<file path="config.mk">
export PLATFORM = sky130hd
export DESIGN_NAME = plab3_mem_prefetch_stream_gen
export DESIGN_NICKNAME = d
export VERILOG_FILES = /design/src/rtl/plab3_mem_prefetch_stream_gen.sv
export SDC_FILE = /design/constraint.sdc
export NUM_CORES = 1
export LEC_CHECK = 0
export ABC_AREA = 1
export CAP_MARGIN = 25
export CORE_MARGIN = 4
export CORE_UTILIZATION = 30
export CTS_CLUSTER_DIAMETER = 60
export DETAILED_ROUTE_END_ITERATION = 7
export GPL_TIMING_DRIVEN = 1
export PLACE_DENSITY = 0.44
export SKIP_CTS_REPAIR_TIMING = 1
export SYNTH_ARGS = -nofsm -noshare
export SYNTH_HDL_FRONTEND = slang
export SYNTH_SLANG_ARGS = --single-unit
</file>
<file path="constraint.sdc">
create_clock -name clk -period 11.7 [get_ports clk]
set_input_delay 1.17 -clock clk [delete_from_list [all_inputs] [get_ports clk]]
set_output_delay 1.17 -clock clk [all_outputs]
set_load 0.02 [all_outputs]
</file>
<file path="src/rtl/plab3_mem_prefetch_stream_gen.sv">
// Sequential-stream prefetch generator: snoops demand reads, detects ascending line streams
// and issues PRELW requests to the prefetch buffer, draining its responses.
module plab3_mem_prefetch_stream_gen #(
    parameter int unsigned p_opaque_nbits = 8,
    parameter int unsigned p_degree       = 2,
    parameter int unsigned p_threshold    = 2,
    parameter int unsigned p_max_out      = 2
) (
    input  logic                      clk,
    input  logic                      reset,
    input  logic                      domain,
    input  logic                      en,
    input  logic                      obs_val,
    input  logic [2:0]                obs_type,
    input  logic [31:0]               obs_addr,
    output logic                      pfreq_val,
    input  logic                      pfreq_rdy,
    output logic [2:0]                pfreq_type,
    output logic [p_opaque_nbits-1:0] pfreq_opaque,
    output logic [31:0]               pfreq_addr,
    output logic                      pfreq_domain,
    input  logic                      pfresp_val,
    output logic                      pfresp_rdy,
    output logic                      busy,
    output logic [7:0]                drop_count
);

    localparam logic [2:0] c_type_read  = 3'd0;
    localparam logic [2:0] c_type_prelw = 3'd7;

    localparam logic [1:0] S_IDLE  = 2'd0;
    localparam logic [1:0] S_ISSUE = 2'd1;
    localparam logic [1:0] S_DRAIN = 2'd2;

    localparam logic [1:0] c_thr = p_threshold[1:0];
    localparam logic [2:0] c_deg = p_degree[2:0];
    localparam logic [1:0] c_max = p_max_out[1:0];

    logic [1:0]                state_q, state_d;
    logic [27:0]               last_line_q, last_line_d;
    logic                      last_vld_q, last_vld_d;
    logic [1:0]                conf_q, conf_d;
    logic [27:0]               hwm_q, hwm_d;
    logic                      hwm_vld_q, hwm_vld_d;
    logic [1:0]                out_q, out_d;
    logic [p_opaque_nbits-1:0] seq_q, seq_d;
    logic [7:0]                drop_q, drop_d;
    logic [27:0]               cur_q, cur_d;
    logic [27:0]               end_q, end_d;
    logic                      dom_q, dom_d;
    logic                      rdy_q;

    logic [27:0] line, line_inc, hwm_inc, start_line, end_line;
    logic [8:0]  end_off;
    logic [1:0]  conf_new;
    logic        act, trigger, range_ok, fire, hs, resp;
    logic        unused_addr_bits;

    assign unused_addr_bits = ^obs_addr[3:0];

    always_comb begin
        line     = obs_addr[31:4];
        act      = obs_val && en && (obs_type == c_type_read);
        line_inc = line + 28'd1;
        hwm_inc  = hwm_q + 28'd1;

        if (last_vld_q && (line == last_line_q + 28'd1))
            conf_new = (conf_q == 2'd3) ? 2'd3 : conf_q + 2'd1;
        else if (line == last_line_q)
            conf_new = conf_q;
        else
            conf_new = '0;
        trigger = act && (conf_new >= c_thr);

        // Window end is clipped at the last line of the 4KB page.
        start_line = (hwm_vld_q && (hwm_inc > line_inc)) ? hwm_inc : line_inc;
        end_off    = {1'b0, line[7:0]} + {6'b0, c_deg};
        end_line   = end_off[8] ? {line[27:8], 8'hFF} : {line[27:8], end_off[7:0]};
        range_ok   = (start_line[27:8] == line[27:8]) && (start_line <= end_line);
        fire       = trigger && range_ok;

        hs   = pfreq_val && pfreq_rdy;
        resp = pfresp_val && rdy_q && (out_q != 2'd0);
    end

    always_comb begin
        state_d     = state_q;
        last_line_d = last_line_q;
        last_vld_d  = last_vld_q;
        conf_d      = conf_q;
        hwm_d       = hwm_q;
        hwm_vld_d   = hwm_vld_q;
        out_d       = out_q;
        seq_d       = seq_q;
        drop_d      = drop_q;
        cur_d       = cur_q;
        end_d       = end_q;
        dom_d       = dom_q;

        if (act) begin
            conf_d      = conf_new;
            last_line_d = line;
            last_vld_d  = 1'b1;
        end

        case ({hs, resp})
            2'b10:   out_d = out_q + 2'd1;
            2'b01:   out_d = out_q - 2'd1;
            default: out_d = out_q;
        endcase

        if ((state_q != S_IDLE) && fire && (drop_q != 8'hFF))
            drop_d = drop_q + 8'd1;

        case (state_q)
            S_IDLE: begin
                if (fire) begin
                    cur_d   = start_line;
                    end_d   = end_line;
                    dom_d   = domain;
                    state_d = S_ISSUE;
                end
            end
            S_ISSUE: begin
                if (hs) begin
                    seq_d     = seq_q + {{(p_opaque_nbits-1){1'b0}}, 1'b1};
                    hwm_d     = cur_q;
                    hwm_vld_d = 1'b1;
                    if (cur_q != end_q)
                        cur_d = cur_q + 28'd1;
                end
                // Abort wins over the detector update made in the same cycle.
                if (!en || (domain != dom_q)) begin
                    state_d    = S_DRAIN;
                    conf_d     = '0;
                    last_vld_d = 1'b0;
                end else if (hs && (cur_q == end_q)) begin
                    state_d = S_DRAIN;
                end
            end
            S_DRAIN: begin
                if (out_q == 2'd0)
                    state_d = S_IDLE;
            end
            default: state_d = S_IDLE;
        endcase
    end

    always_ff @(posedge clk or negedge reset) begin
        if (!reset) begin
            state_q     <= S_IDLE;
            last_line_q <= '0;
            last_vld_q  <= 1'b0;
            conf_q      <= '0;
            hwm_q       <= '0;
            hwm_vld_q   <= 1'b0;
            out_q       <= '0;
            seq_q       <= '0;
            drop_q      <= '0;
            cur_q       <= '0;
            end_q       <= '0;
            dom_q       <= 1'b0;
            rdy_q       <= 1'b0;
        end else begin
            state_q     <= state_d;
            last_line_q <= last_line_d;
            last_vld_q  <= last_vld_d;
            conf_q      <= conf_d;
            hwm_q       <= hwm_d;
            hwm_vld_q   <= hwm_vld_d;
            out_q       <= out_d;
            seq_q       <= seq_d;
            drop_q      <= drop_d;
            cur_q       <= cur_d;
            end_q       <= end_d;
            dom_q       <= dom_d;
            rdy_q       <= 1'b1;
        end
    end

    assign pfreq_val    = (state_q == S_ISSUE) && (out_q < c_max);
    assign pfreq_type   = c_type_prelw;
    assign pfreq_addr   = {cur_q, 4'b0000};
    assign pfreq_opaque = seq_q;
    assign pfreq_domain = dom_q;
    assign pfresp_rdy   = rdy_q;
    assign busy         = (state_q != S_IDLE);
    assign drop_count   = drop_q;

endmodule

</file>
# Word level (Yosys, flattened, before mapping)
# Index checks and enable logic that the tools add are counted.
# totals
latchBits	0
ram_bits	0
output_inout_bits	55
romBits	0
elab_cells	92
register_bits	138
input_bits	42
mem_count	0
# op_classes
n_lt_le_gt_ge	4
n_mul	0
addsub	10
bitwise_logic	0
eq_ne	17
n_mux	21
shift	0
n_reduce_logical	27
n_div	0
# op_table
cell	n
28-bit by 1-bit adder with 28-bit output (second input constant)	4
28-bit two-way mux	4
28-bit == test	3
28-bit case mux with 2 select lines	1
28-bit greater-than comparator	1
28-bit less-or-equal comparator	1
28-bit != test	1
20-bit == test	1
2-bit two-way mux	10
8-bit by 1-bit adder with 8-bit output (second input constant)	2
1-bit logical AND	14
8-bit by 2-bit adder with 9-bit output (second input constant)	1
8-bit two-way mux	1
2-bit != test (second input constant)	4
8-bit != test (second input constant)	1
2-bit nonzero test	4
2-bit == test (second input constant)	3
2-bit case mux with 3 select lines	1
2-bit by 1-bit adder with 2-bit output (second input constant)	2
2-bit by 1-bit == test with 1-bit output (second input constant)	2
2-bit zero test	2
2-bit case mux with 2 select lines	1
2-bit AND reduction	2
4-bit AND reduction	1
other kinds (10)	12

# Longest topological paths before layout
# Gate-level depths: netlist of run 1.
# depth
depth_word	9
mapped_depth	37
ltp_nobuf	35

# Worst setup path after synthesis of run 1
# OpenSTA, ideal clock, no wires.
# synth_path
path_kind	input to register
startpoint	input port obs_addr[5]
endpoint	register end_q[7]
arrival_time_ns	5.833
path_stages	33
path_buffers	3
setup_time_ns	0.128
required_ns	11.572
slack_ns	5.739
path_cell_list	ha_1 -> nand3_1 -> nor2_1 -> nand2_1 -> nor4_2 -> nand3_2 -> nor2_1 -> nand2_1 -> nor2_1 -> xor2_1 -> ha_1 -> nand2_1 -> inv_1 -> nand3_1 -> inv_1 -> nand3_1 -> nor2_1 -> a31oi_1 -> nand2_1 -> clkinv_1 -> clkbuf_1 -> nand2_1 -> a21boi_0 -> ha_1 -> or3_1 -> a221oi_1 -> nand4_1 -> a21oi_1 -> nand3_4 -> buf_6 -> buf_6 -> nand2_1 -> o21ai_2
# synth_via
elab_chain_cells	8
word_cells_on_any_way	18
classes_between	2 x add/sub; 3 x order compare; 3 x eq/ne; 4 x mux; 6 x reduce/logical
# synth_lines
element	line_no	text
start, declared	15	input logic [31:0] obs_addr,
28-bit by 1-bit adder with 28-bit output	64	line_inc = line + 28'd1;
28-bit greater-than comparator	76	start_line = (hwm_vld_q && (hwm_inc > line_inc)) ? hwm_inc : line_inc;
1-bit logical AND	76	
28-bit two-way mux	76	
28-bit less-or-equal comparator or 20-bit == test (tied branches)	79	range_ok = (start_line[27:8] == line[27:8]) && (start_line <= end_line);
1-bit logical AND	79	
1-bit logical AND	80	fire = trigger && range_ok;
2-bit AND reduction (no line)	-	
end signal, assigned	175	end_q <= end_d;
end, declared	49	logic [27:0] end_q, end_d;
# Parallel ways exist; a longest one is shown, timed or not.
# A chain may end at the register's enable or synchronous reset.

# Worst setup path in the final report of run 1
# layout_path
startpoint	input port obs_addr[5]
endpoint	register cur_q[3]
# layout_via
elab_chain_cells	9
word_cells_on_any_way	21
classes_between	2 x add/sub; 3 x order compare; 4 x eq/ne; 6 x mux; 6 x reduce/logical
# layout_lines
element	line_no	text
28-bit by 1-bit adder with 28-bit output	64	
28-bit greater-than comparator	76	
1-bit logical AND	76	
28-bit two-way mux	76	
28-bit less-or-equal comparator or 20-bit == test (tied branches)	79	
1-bit logical AND	79	
1-bit logical AND	80	
2-bit != test (no line)	-	
4-bit AND reduction (no line)	-	
end signal, assigned	174	cur_q <= cur_d;
end, declared	48	logic [27:0] cur_q, cur_d;
# Parallel ways exist; a longest one is shown, timed or not. The select of a mux whose other input is x is not followed.

==> results of run 1 <==
-- state kept, by name, summed over array words and instances, names as in the netlist --
name	count
state_q	2
drop_count	8
last_line_q	28
out_q	2
pfresp_rdy	1
hwm_q	28
end_q	28
pfreq_domain	1
conf_q	2
last_vld_q	1
pfreq_opaque	8
hwm_vld_q	1
cur_q	28
-- worst max-delay path by stage --
stage,endpoint,slack [ns],cells past startpoint
after global routing,cur_q[22]$_DFFE_PN0P_,2.09,35
after detailed placement,cur_q[13]$_DFFE_PN0P_,2.43,34
after floorplan,end_q[7]$_DFFE_PN0P_,5.74,33
after global placement,cur_q[13]$_DFFE_PN0P_,2.44,32
after CTS,cur_q[3]$_DFFE_PN0P_,2.87,35
final,cur_q[3]$_DFFE_PN0P_,2.97,35
-- worst min-delay path: stages (launching register included) --
cell and delay (ns):
dfrtp_1 0.32, inv_1 0.05, nand2_1 0.05
-- cells in the final DEF (no fill, tap or decap), types with 10 or more instances in the layout --
cell type,synthesis,layout
a21oi_1,27,27
nor2_1,91,90
nor2_2,9,10
xnor2_1,48,48
inv_1,188,188
ha_1,64,64
clkbuf_16,0,17
clkdlybuf4s50_1,0,84
nand2_1,432,431
o21ai_1,19,19
nor4_1,10,10
o21a_1,11,11
o21ai_2,29,29
nor3_1,29,29
nand2_2,19,20
nand4_1,36,36
o21ai_0,109,109
nand3_1,79,78
xor2_1,77,77
dfrtp_1,138,138
-- cell families (layout without fill, tap and decap cells) --
logic type	count (synthesis)	in the layout	share of synthesized area
xor gates and xnor gates	125	125	0.100
buffers and inverters	242	318	0.0928
adders and majority gates	64	64	0.0734
AOI/OAI and AO/OA	218	218	0.118
other	2	8	0.000688
DFF	138	138	0.316
and+or+nand+nor	734	734	0.299
-- through the flow --
stage               setup slack, ns  cell area, um^2  cells  utilization  hold WS (ns)
global placement               2.44            12100   2035        0.340         0.435
CTS                            2.87            12800   2066        0.357         0.457
detailed placement             2.43            12100   2035        0.340         0.441
floorplan                      5.74            10900   1529            -         0.422
global route                   2.09            12800   2066        0.357         0.484
finish                         2.97            12800   2066        0.357         0.455
-- routing by layer --
| metal | GRT usage | vias up | share of wire |
|---|---|---|---|
| met5 | 0 | - | 0 |
| met4 | 0.0507 | 0 | 0.021 |
| met3 | 0.0256 | 41 | 0.031 |
| met2 | 0.283 | 160 | 0.44 |
| met1 | 0.269 | 4569 | 0.51 |
| li1 | - | 5049 | - |
-- report_power, final --
part / switching [mW] / internal [mW]
combinational: 0.142 / 0.0764
clock: 0.220 / 0.367
sequential: 0.0311 / 0.499
total: 0.393 / 0.942
-- layout make-up --
cell class / count / area share
multi-input combinational: 1149 / 0.507
sequential: 138 / 0.270
timing repair buffer: 92 / 0.0708
inverter: 195 / 0.0573
tap: 461 / 0.0452
clock buffer: 20 / 0.0358
clock inverter: 11 / 0.0133
==> qor.yml, run 1 <==
ys_top_cells_by_count: "nand2_1, inv_1, dfrtp_1"
clock_latency_ns: 0.43
worst_pin_slew_ns: 0.997
r2r_end: "cur_q[3]$_DFFE_PN0P_"
holdPathStages: 2
status: "finished clean"
period_share: 0.746
synth-main-ff-cell: "dfrtp_1"
end_kind: "flop"
yosys_register_bits: 138
regArea_um2: 3450
holdCritPathClass: "reg2reg"
fin_total_pwr_mw: 1.34
gp_congestion: 0.864
r2r_setup_slack_ns: 4.16
portBuffers: 85
power_leakage_nw: 6.06
rr_worst_depth: 33
synthDistinctLibCells: 48
ir_worst_vdd_v: 0.0000838
dieArea_um2: 39500
worstHoldEndpoint: "hwm_vld_q$_DFFE_PN0P_"
synth_top_cell_by_area: "dfrtp_1"
synth_edf_count: 0
crit_path_max_incr_delay_ns: 0.65
firstDrtPassIters: 5
fillers: 3914
syn_avg_cell_area_um2: 7.16
cp_num_buf_inv: 7
routed_wl_mm: 35.0
area_delta_synth_final_pct: 17.1
critical_path_class: "in2reg"
grt_setup_unrepaired: "no"
core_region_area_um2: 35700
crit_start: "obs_addr[5]"
grt_usage: 0.183
synth_area_leaders: "dfrtp_1, nand2_1, ha_1"
yosysMostFrequentCell: "nand2_1"
period_needed_ns: 8.73
grt_overflow_total: 0
synthCells: 1523
h-tree-depth: 4
async_reset_ff_frac: 1.00
grt_max_degree: 84
num_rows: 69
slowest_stage: "nand2_2"
clockBufferDepth: 2
crit_top_cell: "nand2_1"
clock-root-buffer: "clkbuf_16"
synth_top_area_frac: 0.316
r2r-start: "hwm_q[0]$_DFFE_PN0P_"
startpoint_type: "input pin"
yosysSeqAreaShare: 0.316
n_antenna_cell: 0
worstPathArrival_ns: 9.06
yosys_warnings: 0
grt_pass1_wl_mm: 56.2
syn_area_um2: 10900
maxCapViolations: 0
io_pins: 97
num-nets-final: 1699
cts_tree: "built"
cts_buffers: 17
ant_nets: 0
cp_max_fo: 42
hold_viol_final: 0
min_from: "hwm_vld_q$_DFFE_PN0P_"
drt_first_iter_violations: 510
grt_pass1_vias: 9912
drc: 0
setup_violations: 0
dp_hpwl_mm: 27.7
num_vias: 9819
cp.required_ns: 12.04
crit_family: "simple AND/OR/NAND/NOR gates"
fp.dieW_um: 199
finClkSkew_ns: 0.0115
antenna_found_initial: 0
slew_headroom: 0.335
via_per_inst: 4.75
start_util: 0.305
die_h_um: 199
multiInputGateArea_um2: 6480
fmax_mhz: 115
powerDensity_nw_per_um2: 105
path_clk_slew_ns: 0.06
drive_above_1_share: 0.0798
tns_ns: 0
wl_per_cell_um: 16.9
drv_slew: 0
clkSinkCount: 138
No activity file was read; power rests on OpenSTA's default activity.
==> inputs of run 2 (changes only) <==
- clock period: 11.7 -> 8.95 ns (I/O delays scaled with it)
==> run 2 against run 1 <==
Die area stayed put; final area hardly changed; critical path depth is 3 lower; core utilization about the same; sequential share of layout area about the same; sequential power up 31%; critical path type unchanged; largest cell class unchanged.
==> qor.yml, run 2 (synthesis results as in run 1) <==
grt_usage: 0.183  # about the same
crit_start: "obs_addr[5]"  # unchanged
r2r_end: "end_q[7]$_DFFE_PN0P_"  # was cur_q[3]$_DFFE_PN0P_
hold_viol_final: 0  # unchanged
ir_worst_vdd_v: 0.000115  # was 0.0000838 V
wl_per_cell_um: 16.9  # about the same
clkSinkCount: 138  # unchanged
grt_pass1_vias: 9732  # was 9912
crit_path_max_incr_delay_ns: 0.62  # was 0.65 ns
ant_nets: 0  # unchanged
slowest_stage: "clkdlybuf4s50_1"  # was nand2_2
fillers: 3877  # was 3914
power_leakage_nw: 6.07  # was 6.06 nW
fin_total_pwr_mw: 1.74  # was 1.34 mW
cts_tree: "built"  # unchanged
dieArea_um2: 39500  # unchanged
path_clk_slew_ns: 0.06  # about the same
stdcell_area_um2: 12800  # about the same
final_cell_mix: "nand2_1, inv_1, dfrtp_1"  # unchanged
grt_max_degree: 90  # was 84
whs_ns: 0.453  # was 0.455 ns
finClkSkew_ns: 0.0126  # was 0.0115 ns
clockBufferDepth: 2  # unchanged
area_delta_synth_final_pct: 17.1  # about the same
setup_ws_ns: 1.44  # was 2.97 ns
period_share: 0.839
grt_setup_unrepaired: "no"  # unchanged
drive_above_1_share: 0.0797  # was 0.0798
drv_slew: 0  # unchanged
powerDensity_nw_per_um2: 136  # was 105 nW/um^2
cp.required_ns: 9.24  # was 12.04 ns
dp_hpwl_mm: 27.7  # about the same
combPwrFrac: 0.164  # was 0.163
num_rows: 69  # unchanged
tns_ns: 0  # unchanged
internal_power_mw: 1.23  # was 0.942 mW
portBuffers: 85  # unchanged
io_pins: 97  # unchanged
setup_violations: 0  # unchanged
clock-root-buffer: "clkbuf_16"  # unchanged
worst_pin_slew_ns: 0.911  # was 0.997 ns
rr_worst_depth: 32  # was 33
cp_max_fo: 53  # was 42
cts_buffers: 17  # unchanged
clock_latency_ns: 0.43  # about the same
status: "finished clean"  # unchanged
via_per_inst: 4.72  # was 4.75
die_h_um: 199  # unchanged
switching_share: 0.292  # was 0.294
start_util: 0.305  # unchanged
holdPathStages: 2  # unchanged
finish.utilization: 0.358  # was 0.357
min_from: "hwm_vld_q$_DFFE_PN0P_"  # unchanged
placed_cells: 2038  # was 2035
dp_slack_ns: 0.924  # was 2.43 ns
grt_overflow_total: 0  # unchanged
gp_congestion: 0.854  # was 0.864
fmax_mhz: 133
worstPathArrival_ns: 7.80  # was 9.06 ns
maxCapViolations: 0  # unchanged
power_frac_seq: 0.400  # was 0.397
slew_headroom: 0.393  # was 0.335
critical_path_class: "in2reg"  # unchanged
num_vias: 9764  # was 9819
grt_pass1_wl_mm: 56.0  # was 56.2 mm
holdCritPathClass: "reg2reg"  # unchanged
num-nets-final: 1702  # was 1699
drc: 0  # unchanged
firstDrtPassIters: 5  # unchanged
worstHoldEndpoint: "hwm_vld_q$_DFFE_PN0P_"  # unchanged
core_region_area_um2: 35700  # unchanged
r2r_setup_slack_ns: 2.30  # was 4.16 ns
fp.dieW_um: 199  # unchanged
drt_first_iter_violations: 567  # was 510
switchingPower_mw: 0.506  # was 0.393 mW
startpoint_type: "input pin"  # unchanged
end_kind: "flop"  # unchanged
p_clk_frac: 0.435  # was 0.439
h-tree-depth: 4  # unchanged
fin_cells: 2069  # was 2066
r2r-start: "hwm_q[0]$_DFFE_PN0P_"  # unchanged
crit_top_cell: "nand2_1"  # unchanged
final_common_cell: "nand2_1"  # unchanged
place_area_um2: 12200  # was 12100 um^2
antenna_found_initial: 0  # unchanged
routed_wl_mm: 35.0  # about the same
period_needed_ns: 7.51
run 2: changes by cell type in the layout (fill, tap and decap cells not counted):
cell and change:
diode_2 +2, clkbuf_1 +1, buf_4 +3, clkinv_4 -2
clkinvlp_4 -1
run 2: layout make-up:
class / count / area (um^2) / share of cell area
Sequential cell: 138 / 3450 / 0.270
Clock inverter: 8 / 145 / 0.0114
Inverter: 195 / 732 / 0.0573
Clock buffer: 21 / 460 / 0.0360
Antenna cell: 2 / 5.00 / 0.000392
Multi-Input combinational cell: 1149 / 6480 / 0.507
Tap cell: 461 / 577 / 0.0451
Timing Repair Buffer: 95 / 927 / 0.0726
run 2: worst max-delay path, delay by kind of cell:
family	cells	cell delay, ns
AO/OA/AOI/OAI	6	1.74
XOR/XNOR	1	0.31
adder cells (fa/ha/maj)	3	0.90
buffers and inverters	6	1.48
AND/OR/NAND/NOR	16	2.40
run 2: worst max path at each step:
stage,to,slack [ns],depth (start not counted)
2_1_floorplan,end_q[7]$_DFFE_PN0P_,3.26,33
3_3_place_gp,end_q[0]$_DFFE_PN0P_,0.98,34
3_5_place_dp,end_q[10]$_DFFE_PN0P_,0.92,34
4_1_cts,end_q[10]$_DFFE_PN0P_,1.36,34
5_1_grt,cur_q[19]$_DFFE_PN0P_,0.79,35
6_report,end_q[7]$_DFFE_PN0P_,1.44,32
run 2: layer usage:
| layer | share of wire | global-route usage | vias up |
|---|---|---|---|
| met2 | 0.44 | 0.283 | 158 |
| li1 | - | - | 5054 |
| met4 | 0.020 | 0.0540 | 0 |
| met1 | 0.51 | 0.269 | 4519 |
| met5 | 0 | 0 | - |
| met3 | 0.031 | 0.0224 | 33 |
run 2: power groups by stage:
stage	registers [mW]	logic (mW)	clock network, mW
5_1_grt	0.700	0.330	0.807
3_3_place_gp	0.705	0.287	0
2_1_floorplan	0.693	0.185	0
4_1_cts	0.694	0.289	0.782
6_report	0.694	0.285	0.755
3_5_place_dp	0.705	0.288	0
==> inputs of run 3 (changes only) <==
- PLACE_DENSITY: 0.44 -> 0.46
- clock period: 8.95 -> 6.5 ns (I/O delays scaled with it)
==> run 3 against run 2 <==
Core utilization up 1.1 points; non-clock buffer count is 44 higher; register-to-register slack worse by 1.6 ns; final area rose by 3.2%; first-iteration DRC count rose by 1.8%; clock skew up 0.0041 ns; total power increased by 41%; setup slack got worse by 0.85 ns; sequential share of layout area fell by 0.84 points; global-route usage about the same; combinational power grew 44%; critical endpoint is now cur_q[23]$_DFFE_PN0P_.
==> qor.yml, run 3 (synthesis results as in run 1) <==
grt_overflow_total: 0  # unchanged
grt_usage: 0.184  # was 0.183
die_h_um: 199  # unchanged
finClkSkew_ns: 0.0167  # was 0.0126 ns
num-nets-final: 1746  # was 1702
internal_power_mw: 1.73  # was 1.23 mW
cts_tree: "built"  # unchanged
fin_total_pwr_mw: 2.45  # was 1.74 mW
finish.utilization: 0.369  # was 0.358
grt_pass1_vias: 9961  # was 9732
crit_path_max_incr_delay_ns: 0.49  # was 0.62 ns
powerDensity_nw_per_um2: 186  # was 136 nW/um^2
h-tree-depth: 4  # unchanged
drive_above_1_share: 0.106  # was 0.0797
r2r_end: "cur_q[23]$_DFFE_PN0P_"  # was end_q[7]$_DFFE_PN0P_
clock-root-buffer: "clkbuf_16"  # unchanged
drv_slew: 0  # unchanged
startpoint_type: "input pin"  # unchanged
antenna_found_initial: 0  # unchanged
maxCapViolations: 0  # unchanged
holdCritPathClass: "in2async"  # was reg2reg
switchingPower_mw: 0.723  # was 0.506 mW
portBuffers: 85  # unchanged
area_delta_synth_final_pct: 20.8  # was 17.1%
power_frac_seq: 0.390  # was 0.400
slowest_stage: "clkdlybuf4s50_1"  # unchanged
slew_headroom: 0.387  # was 0.393
place_area_um2: 12500  # was 12200 um^2
fillers: 3858  # was 3877
num_rows: 69  # unchanged
period_needed_ns: 5.91
crit_start: "obs_addr[5]"  # unchanged
end_kind: "flop"  # unchanged
drt_first_iter_violations: 577  # was 567
regArea_um2: 3450  # unchanged
via_per_inst: 4.73  # was 4.72
hold_viol_final: 0  # unchanged
r2r-start: "hwm_q[0]$_DFFE_PN0P_"  # unchanged
switching_share: 0.295  # was 0.292
core_region_area_um2: 35700  # unchanged
period_share: 0.910
wl_per_cell_um: 16.7  # was 16.9 um
gp_congestion: 0.866  # was 0.854
critical_path_class: "in2reg"  # unchanged
start_util: 0.305  # unchanged
setup_violations: 0  # unchanged
status: "finished clean"  # unchanged
whs_ns: 0.266  # was 0.453 ns
ir_worst_vdd_v: 0.000148  # was 0.000115 V
dieArea_um2: 39500  # unchanged
path_clk_slew_ns: 0.06  # about the same
firstDrtPassIters: 5  # unchanged
cts_buffers: 17  # unchanged
clkSinkCount: 138  # unchanged
power_leakage_nw: 6.31  # was 6.07 nW
cp-endpoint: "cur_q[23]$_DFFE_PN0P_"  # was end_q[7]$_DFFE_PN0P_
worst_pin_slew_ns: 0.919  # was 0.911 ns
cp.required_ns: 6.84  # was 9.24 ns
r2r_setup_slack_ns: 0.72  # was 2.30 ns
final_common_cell: "nand2_1"  # unchanged
grt_setup_unrepaired: "yes"  # was no
fp.dieW_um: 199  # unchanged
worstPathArrival_ns: 6.25  # was 7.80 ns
clock_latency_ns: 0.44  # was 0.43 ns
io_pins: 97  # unchanged
routed_wl_mm: 35.2  # was 35.0 mm
crit_top_cell: "nand2_1"  # unchanged
combPwrFrac: 0.167  # was 0.164
final_cell_mix: "nand2_1, inv_1, dfrtp_1"  # unchanged
rr_worst_depth: 34  # was 32
n_antenna_cell: 0  # was 2
grt_max_degree: 75  # was 90
drc: 0  # unchanged
num_vias: 9991  # was 9764
ant_nets: 0  # unchanged
cp_max_fo: 36  # was 53
p_clk_frac: 0.443  # was 0.435
clockBufferDepth: 2  # unchanged
multiInputGateArea_um2: 6490  # was 6480 um^2
fmax_mhz: 169
grt_pass1_wl_mm: 56.4  # was 56.0 mm
stdcell_area_um2: 13200  # was 12800 um^2
dp_hpwl_mm: 27.9  # was 27.7 mm
## run 3: cell count changes in the layout (fill, tap and decap cells not counted), sizes merged
cell,delta
buf,+44
clkbuf,+1
clkinv,+2
clkinvlp,-1
diode,-2
inv,+1
## run 3: worst min-delay path by stage
stage	from	end	slack, ns	depth (start not counted)
after global placement	hwm_vld_q$_DFFE_PN0P_	hwm_vld_q$_DFFE_PN0P_	0.43	2
after CTS	reset	cur_q[24]$_DFFE_PN0P_	0.29	1
final	reset	cur_q[26]$_DFFE_PN0P_	0.27	1
after floorplan	reset	conf_q[0]$_DFF_PN0_	0.35	0
after global routing	reset	cur_q[21]$_DFFE_PN0P_	0.33	1
after detailed placement	hwm_vld_q$_DFFE_PN0P_	hwm_vld_q$_DFFE_PN0P_	0.44	2
## run 3: layout make-up
class,count,share of cell area
clock buffer,22,0.0360
multi-input combinational,1149,0.492
clock inverter,10,0.0124
inverter,195,0.0555
timing repair buffer,139,0.0985
sequential,138,0.262
tap,461,0.0437
## run 3: power by group through the flow
stage               logic (mW)  registers, mW  clock network [mW]
floorplan                0.255          0.954                   0
global placement         0.409          0.970                   0
detailed placement       0.411          0.971                   0
CTS                      0.414          0.955                1.11
global route             0.471          0.964                1.14
finish                   0.410          0.955                1.08
## run 3: metrics by stage
step,std cells,TNS [ns],worst slack [ns]
after floorplan,1529,0,1.06
after global placement,2081,-1.06,-0.0664
after detailed placement,2081,-0.799,-0.0623
after CTS,2113,0,0.344
after global routing,2114,-0.0503,-0.0122
final,2114,0,0.585
## run 3: worst max-delay path, delay by kind of cell
kind,cells,cell delay [ns]
AOI/OAI and AO/OA,5,0.74
xor gates and xnor gates,1,0.22
adders and majority gates,3,0.72
buffers and inverters,8,1.30
and+or+nand+nor,19,2.56
## run 3: metal layers
layer  track usage  vias to the layer above  part of all wire
li1              -                     5138                 -
met5             0                        -                 0
met3        0.0263                       29             0.029
met1         0.271                     4664              0.52
met2         0.281                      160              0.43
met4        0.0509                        0             0.023
